==> src/rtl/if_stage.sv <==
// Instruction-fetch stage: PC register, ROM address drive and IF/ID pipeline register.
// Build option IF_DELAY_SLOT_EN: a taken branch captures the delay-slot word instead of a bubble.
module if_stage #(
  parameter int                 ADDR_W   = 8,
  parameter int                 INSTR_W  = 32,
  parameter int                 PC_STEP  = 4,
  parameter logic [INSTR_W-1:0] NOP_WORD = '0
) (
  input  logic               clk,
  input  logic               R,
  input  logic               LE,
  input  logic               branch_taken,
  input  logic [ADDR_W-1:0]  branch_target,
  input  logic [INSTR_W-1:0] rom_instruction,
  output logic [ADDR_W-1:0]  rom_address,
  output logic [ADDR_W-1:0]  pc_plus_step,
  output logic [INSTR_W-1:0] Instruction,
  output logic [ADDR_W-1:0]  id_pc,
  output logic               id_valid,
  output logic [15:0]        fetch_count
);

  typedef enum logic [1:0] {
    BOOT  = 2'd0,
    RUN   = 2'd1,
    FLUSH = 2'd2
  } state_t;

  state_t               r_state;
  state_t               w_state_next;
  logic [ADDR_W-1:0]    r_pc;
  logic [ADDR_W-1:0]    w_pc_next;
  logic [INSTR_W-1:0]   r_instr;
  logic [INSTR_W-1:0]   w_instr_next;
  logic [ADDR_W-1:0]    r_id_pc;
  logic [ADDR_W-1:0]    w_id_pc_next;
  logic                 r_id_valid;
  logic                 w_id_valid_next;
  logic [15:0]          r_fetch_count;
  logic [15:0]          w_fetch_count_next;
  logic [15:0]          w_fetch_count_inc;
  logic [ADDR_W-1:0]    w_pc_plus_step;

  assign w_pc_plus_step    = r_pc + ADDR_W'(PC_STEP);
  assign w_fetch_count_inc = (r_fetch_count == 16'hFFFF) ? r_fetch_count : r_fetch_count + 16'd1;

  always_ff @(posedge clk) begin
    if (R) begin
      r_state       <= BOOT;
      r_pc          <= '0;
      r_instr       <= NOP_WORD;
      r_id_pc       <= '0;
      r_id_valid    <= 1'b0;
      r_fetch_count <= '0;
    end else begin
      r_state       <= w_state_next;
      r_pc          <= w_pc_next;
      r_instr       <= w_instr_next;
      r_id_pc       <= w_id_pc_next;
      r_id_valid    <= w_id_valid_next;
      r_fetch_count <= w_fetch_count_next;
    end
  end

  always_comb begin
    w_state_next       = r_state;
    w_pc_next          = r_pc;
    w_instr_next       = r_instr;
    w_id_pc_next       = r_id_pc;
    w_id_valid_next    = r_id_valid;
    w_fetch_count_next = r_fetch_count;

    case (r_state)
      BOOT:    w_state_next = RUN;
`ifdef IF_DELAY_SLOT_EN
      RUN:     w_state_next = RUN;
`else
      RUN:     w_state_next = branch_taken ? FLUSH : RUN;
`endif
      FLUSH:   w_state_next = branch_taken ? FLUSH : RUN;
      default: w_state_next = BOOT;
    endcase

    // Redirect beats the stall: the target must be taken even while LE is low.
    if (branch_taken) begin
      w_pc_next          = branch_target;
`ifdef IF_DELAY_SLOT_EN
      w_instr_next       = rom_instruction;
      w_id_pc_next       = r_pc;
      w_id_valid_next    = 1'b1;
      w_fetch_count_next = w_fetch_count_inc;
`else
      w_instr_next       = NOP_WORD;
      w_id_pc_next       = '0;
      w_id_valid_next    = 1'b0;
`endif
    end else if (LE) begin
      w_pc_next          = w_pc_plus_step;
      w_instr_next       = rom_instruction;
      w_id_pc_next       = r_pc;
      w_id_valid_next    = 1'b1;
      w_fetch_count_next = w_fetch_count_inc;
    end
  end

  assign rom_address  = r_pc;
  assign pc_plus_step = w_pc_plus_step;
  assign Instruction  = r_instr;
  assign id_pc        = r_id_pc;
  assign id_valid     = r_id_valid;
  assign fetch_count  = r_fetch_count;

endmodule

==> config.mk <==
export PLATFORM = sky130hd
export DESIGN_NAME = if_stage
export DESIGN_NICKNAME = d
export VERILOG_FILES = /design/src/rtl/if_stage.sv
export SDC_FILE = /design/constraint.sdc
export NUM_CORES = 1
export LEC_CHECK = 0
export ABC_AREA = 1
export CORE_UTILIZATION = 28
export DETAILED_ROUTE_END_ITERATION = 8
export GPL_TIMING_DRIVEN = 1
export PLACE_DENSITY = 0.53
export SETUP_SLACK_MARGIN = 0.05
export SLEW_MARGIN = 20
export SYNTH_ARGS = -nofsm -noshare
export SYNTH_HDL_FRONTEND = slang
export SYNTH_SLANG_ARGS = --single-unit
==> constraint.sdc <==
create_clock -name clk -period 4 [get_ports clk]
set_input_delay 0.6 -clock clk [delete_from_list [all_inputs] [get_ports clk]]
set_output_delay 0.6 -clock clk [all_outputs]
set_load 0.03 [all_outputs]
# After elaboration in Yosys (flattened, before gate mapping)
# Cells that the tools add are included.
# op_classes
addsub,2
n_eq_ne,1
n_mux,2
n_bitwise,2
n_reduce_logical,3
# ops
cell,count
"16-bit by 1-bit adder with 16-bit output, second input constant",1
"16-bit == test, second input constant",1
8-bit 2-to-1 mux,2
"8-bit by 3-bit adder with 8-bit output, second input constant",1
3-bit AND reduction,1
1-bit inverter,2
2-bit nonzero test,1
2-bit OR reduction,1
# word_totals
reg_bits,65
inputBits,44
out_inout_bits,73
elab_cells,15

# Depth between registers and ports, before layout
# logic_depth
depth_word,3
ltp_mapped,10
mapped_depth_nobuf,10

# Least setup slack after synthesis
# Ideal clock, no wire load.
# synth_timing
path_type,reg2out
from,register r_pc[2] (netlist: rom_address[2])
to,output pc_plus_step[6]
arrival_time_ns,1.481
t_required_ns,3.400
setup_slack_ns,1.919
path_stages_with_launch,4
cell_sequence,dfxtp_1 > ha_1 > nand3_1 > xnor2_1
# synth_via
elab_chain_cells,1
# synth_rtl
item,line_no,text
start: declaration,31,logic [ADDR_W-1:0] r_pc;
start signal: assignment,57,r_pc <= w_pc_next;
8-bit by 3-bit adder with 8-bit output,44,assign w_pc_plus_step = r_pc + ADDR_W'(PC_STEP);
end: declaration,16,"output logic [ADDR_W-1:0] pc_plus_step,"
# Every way passes these cells.

# Final worst setup path
# layout_timing
from,register r_pc[2] (netlist: rom_address[2])
to,output pc_plus_step[7]
# Same word-level chain as after synthesis.

==> flow_summary.json <==
{
  "status": "finished clean",
  "drive_gt1_share_pct": 7.32,
  "core_area_sq_mm": 0.00973,
  "grt_setup_unrepaired": "false",
  "slew-limit-headroom_pct": 50.0,
  "ctsHoldBuffers": 0,
  "clockBufferDepth": 2,
  "timing.fmax_mhz": 374,
  "dieArea_sq_mm": 0.0104,
  "drtAntennaViolNets": 0,
  "synth_cells": 378,
  "setup_viol": 0,
  "period_minus_slack_ns": 2.68,
  "cp_data_arrival_time_ns": 2.08,
  "worst_hold_slack_ns": 0.462,
  "synth_area_per_cell_sq_um": 7.37,
  "skew_ns": 0.00564,
  "finalWeightedCongestion": 0.838,
  "die_y_microns": 102,
  "start_util_pct": 28.7,
  "routedWlPerCell_microns": 13.0,
  "route.vias.total": 2784,
  "cts_num_sinks": 65,
  "synth.area.top_cells": "dfxtp_1 (47%), nand2_1 (17%), a21oi_1 (9.5%)",
  "p_per_area_mw_per_mm2": 373,
  "hold_path.class": "reg -> reg",
  "io_pins": 117,
  "ys_seq_area_share_pct": 46.7,
  "cp-end-kind": "output pin",
  "num_rows": 36,
  "yosys.area.top_type": "dfxtp_1",
  "track_usage_pct": 15.8,
  "post_cts_resized": 0,
  "power_mw": 1.58,
  "hold_viol": 0,
  "clk_latency_ns": 0.33,
  "path_clk_slew_ns": 0.08,
  "slew_viol_final": 0,
  "diodes": 0,
  "cts-root-buf": "clkbuf_8",
  "peakVddDrop_mv": 0.142,
  "gr-total-overflow": 0,
  "synth_top_area_share_pct": 46.7,
  "fin_util_pct": 43.7,
  "htreeDepth": 3,
  "avgViaCountPerCell": 4.45,
  "die_w_microns": 102,
  "cp_max_fo": 6,
  "fin_crit_sh_pct": 66.9,
  "crit_path_start_kind": "flip-flop",
  "drc": 0,
  "drtPass1Iterations": 6,
  "cts_setup_buffers": 0,
  "antenna_found_initial": 0,
  "p_leak_nw": 1.59,
  "dr.first_iter.drc_count": 134,
  "syn_nets": 424,
  "drv_cap": 0,
  "synth_cell_types": 32,
  "yosysWarningCount": 0,
  "synth-seq-cells": 65,
  "worstPathRequired_ns": 3.40,
  "r2r_cells": 7,
  "whs_path_depth": 2,
  "tns_ns": 0,
  "cts_inserted_buffers": 9,
  "worst_pin_slew_ns": 0.748,
  "io_buffer_count": 116,
  "grt_max_degree": 51,
  "wl_mm": 8.13,
  "nNetsFinal": 533,
  "grt_pass1_wl_mm": 12.8,
  "synthesis.area_sq_mm": 0.00279,
  "syn2layout_area_growth_pct": 52.5,
  "critical_path_class": "reg -> out",
  "grt_pass1_vias": 2615,
  "cts_tree": "yes",
  "place_hpwl_mm": 5.68
}
-- worst paths after layout --
check,slack (ns),endpoint,start
hold reg to reg,0.46,id_pc[5]$_SDFFE_PP0P_,id_pc[5]$_SDFFE_PP0P_
hold / removal,0.46,id_pc[5]$_SDFFE_PP0P_,id_pc[5]$_SDFFE_PP0P_
setup reg to reg,2.34,fetch_count[5]$_SDFFE_PP0P_,fetch_count[0]$_SDFFE_PP0P_
setup / recovery,1.32,pc_plus_step[7],rom_address[2]$_SDFFE_PP0N_
-- report_power, final --
part           leakage (nW)  switching (mW)  internal (mW)  total, mW
sequential            0.529          0.0161          0.666      0.682
combinational         0.941           0.120         0.0973      0.218
clock                 0.117           0.266          0.418      0.684
total                  1.59           0.403           1.18       1.58
-- logic make-up (layout without fill, tap and decap cells) --
logic type | Yosys count | after routing | share of synthesized area (%)
AO/OA/AOI/OAI | 66 | 66 | 12.4
flip-flops | 65 | 65 | 46.7
XOR/XNOR | 7 | 7 | 2.20
buffers and inverters | 43 | 157 | 7.32
AND/OR/NAND/NOR | 195 | 195 | 30.5
adder cells (fa/ha/maj) | 2 | 2 | 0.898
-- state kept, by name, indices dropped and copies added, names as in the netlist --
register / flops
Instruction: 32
fetch_count: 16
id_pc: 8
rom_address: 8
id_valid: 1
-- cell usage in the layout (no fill, tap or decap), types with 2 or more instances in the layout --
| cell | netlist | routed |
|---|---|---|
| nand2_1 | 125 | 125 |
| nand2_2 | 3 | 3 |
| bufinv_16 | 0 | 3 |
| nand4_1 | 3 | 3 |
| xnor2_1 | 2 | 2 |
| ha_1 | 2 | 2 |
| nand3_1 | 21 | 21 |
| clkdlybuf4s50_1 | 0 | 115 |
| nor2_2 | 4 | 4 |
| clkbuf_8 | 1 | 9 |
| nor3_1 | 2 | 2 |
| a21oi_1 | 53 | 53 |
| nor2_4 | 3 | 3 |
| o21ai_0 | 6 | 6 |
| nand3_2 | 4 | 4 |
| inv_1 | 21 | 21 |
| a31oi_1 | 3 | 3 |
| xor2_1 | 5 | 5 |
| nor2_1 | 28 | 28 |
| buf_4 | 2 | 2 |
| dfxtp_1 | 65 | 65 |
-- cell usage after synthesis, drive strengths merged --
cell,count
xor2,5
a22oi,1
dfxtp,65
nand4,4
clkinv,1
a31oi,3
nand3,25
nor2,35
inv,22
nor3,2
buf,11
a21oi,54
clkbuf,9
xnor2,2
o221ai,1
o211ai,1
o21ai,6
ha,2
nand2,129
-- critical path, stage by stage, from the launching register on --
cell	delay [ns]
dfxtp_1	0.47
nand3_1	0.16
nor2_1	0.14
xor2_1	0.25
clkdlybuf4s50_1	0.72
-- per-layer routing --
| metal | up-vias | GRT usage, % | wire length [microns] |
|---|---|---|---|
| li1 | 1430 | - | - |
| met5 | - | 0 | 0 |
| met4 | 0 | 6.58 | 108 |
| met2 | 65 | 26.4 | 3940 |
| met1 | 1278 | 20.1 | 3730 |
| met3 | 11 | 2.76 | 348 |
-- per-stage QoR --
stage / instance area (sq um) / worst slack (ns) / std cells
after global placement: 4010 / 1.48 / 609
final: 4250 / 1.32 / 625
after CTS: 4250 / 1.31 / 625
after global routing: 4250 / 1.17 / 625
after detailed placement: 4010 / 1.45 / 609
after floorplan: 2790 / 1.92 / 378
-- area by class of cell --
cell class	count	area, sq um
clock buffer	10	128
fill	1050	5480
sequential	65	1300
multi-input combinational	270	1280
tap	133	166
clock inverter	6	115
timing repair buffer	118	1170
inverter	23	86.3
(Power assumes the default switching activity.)
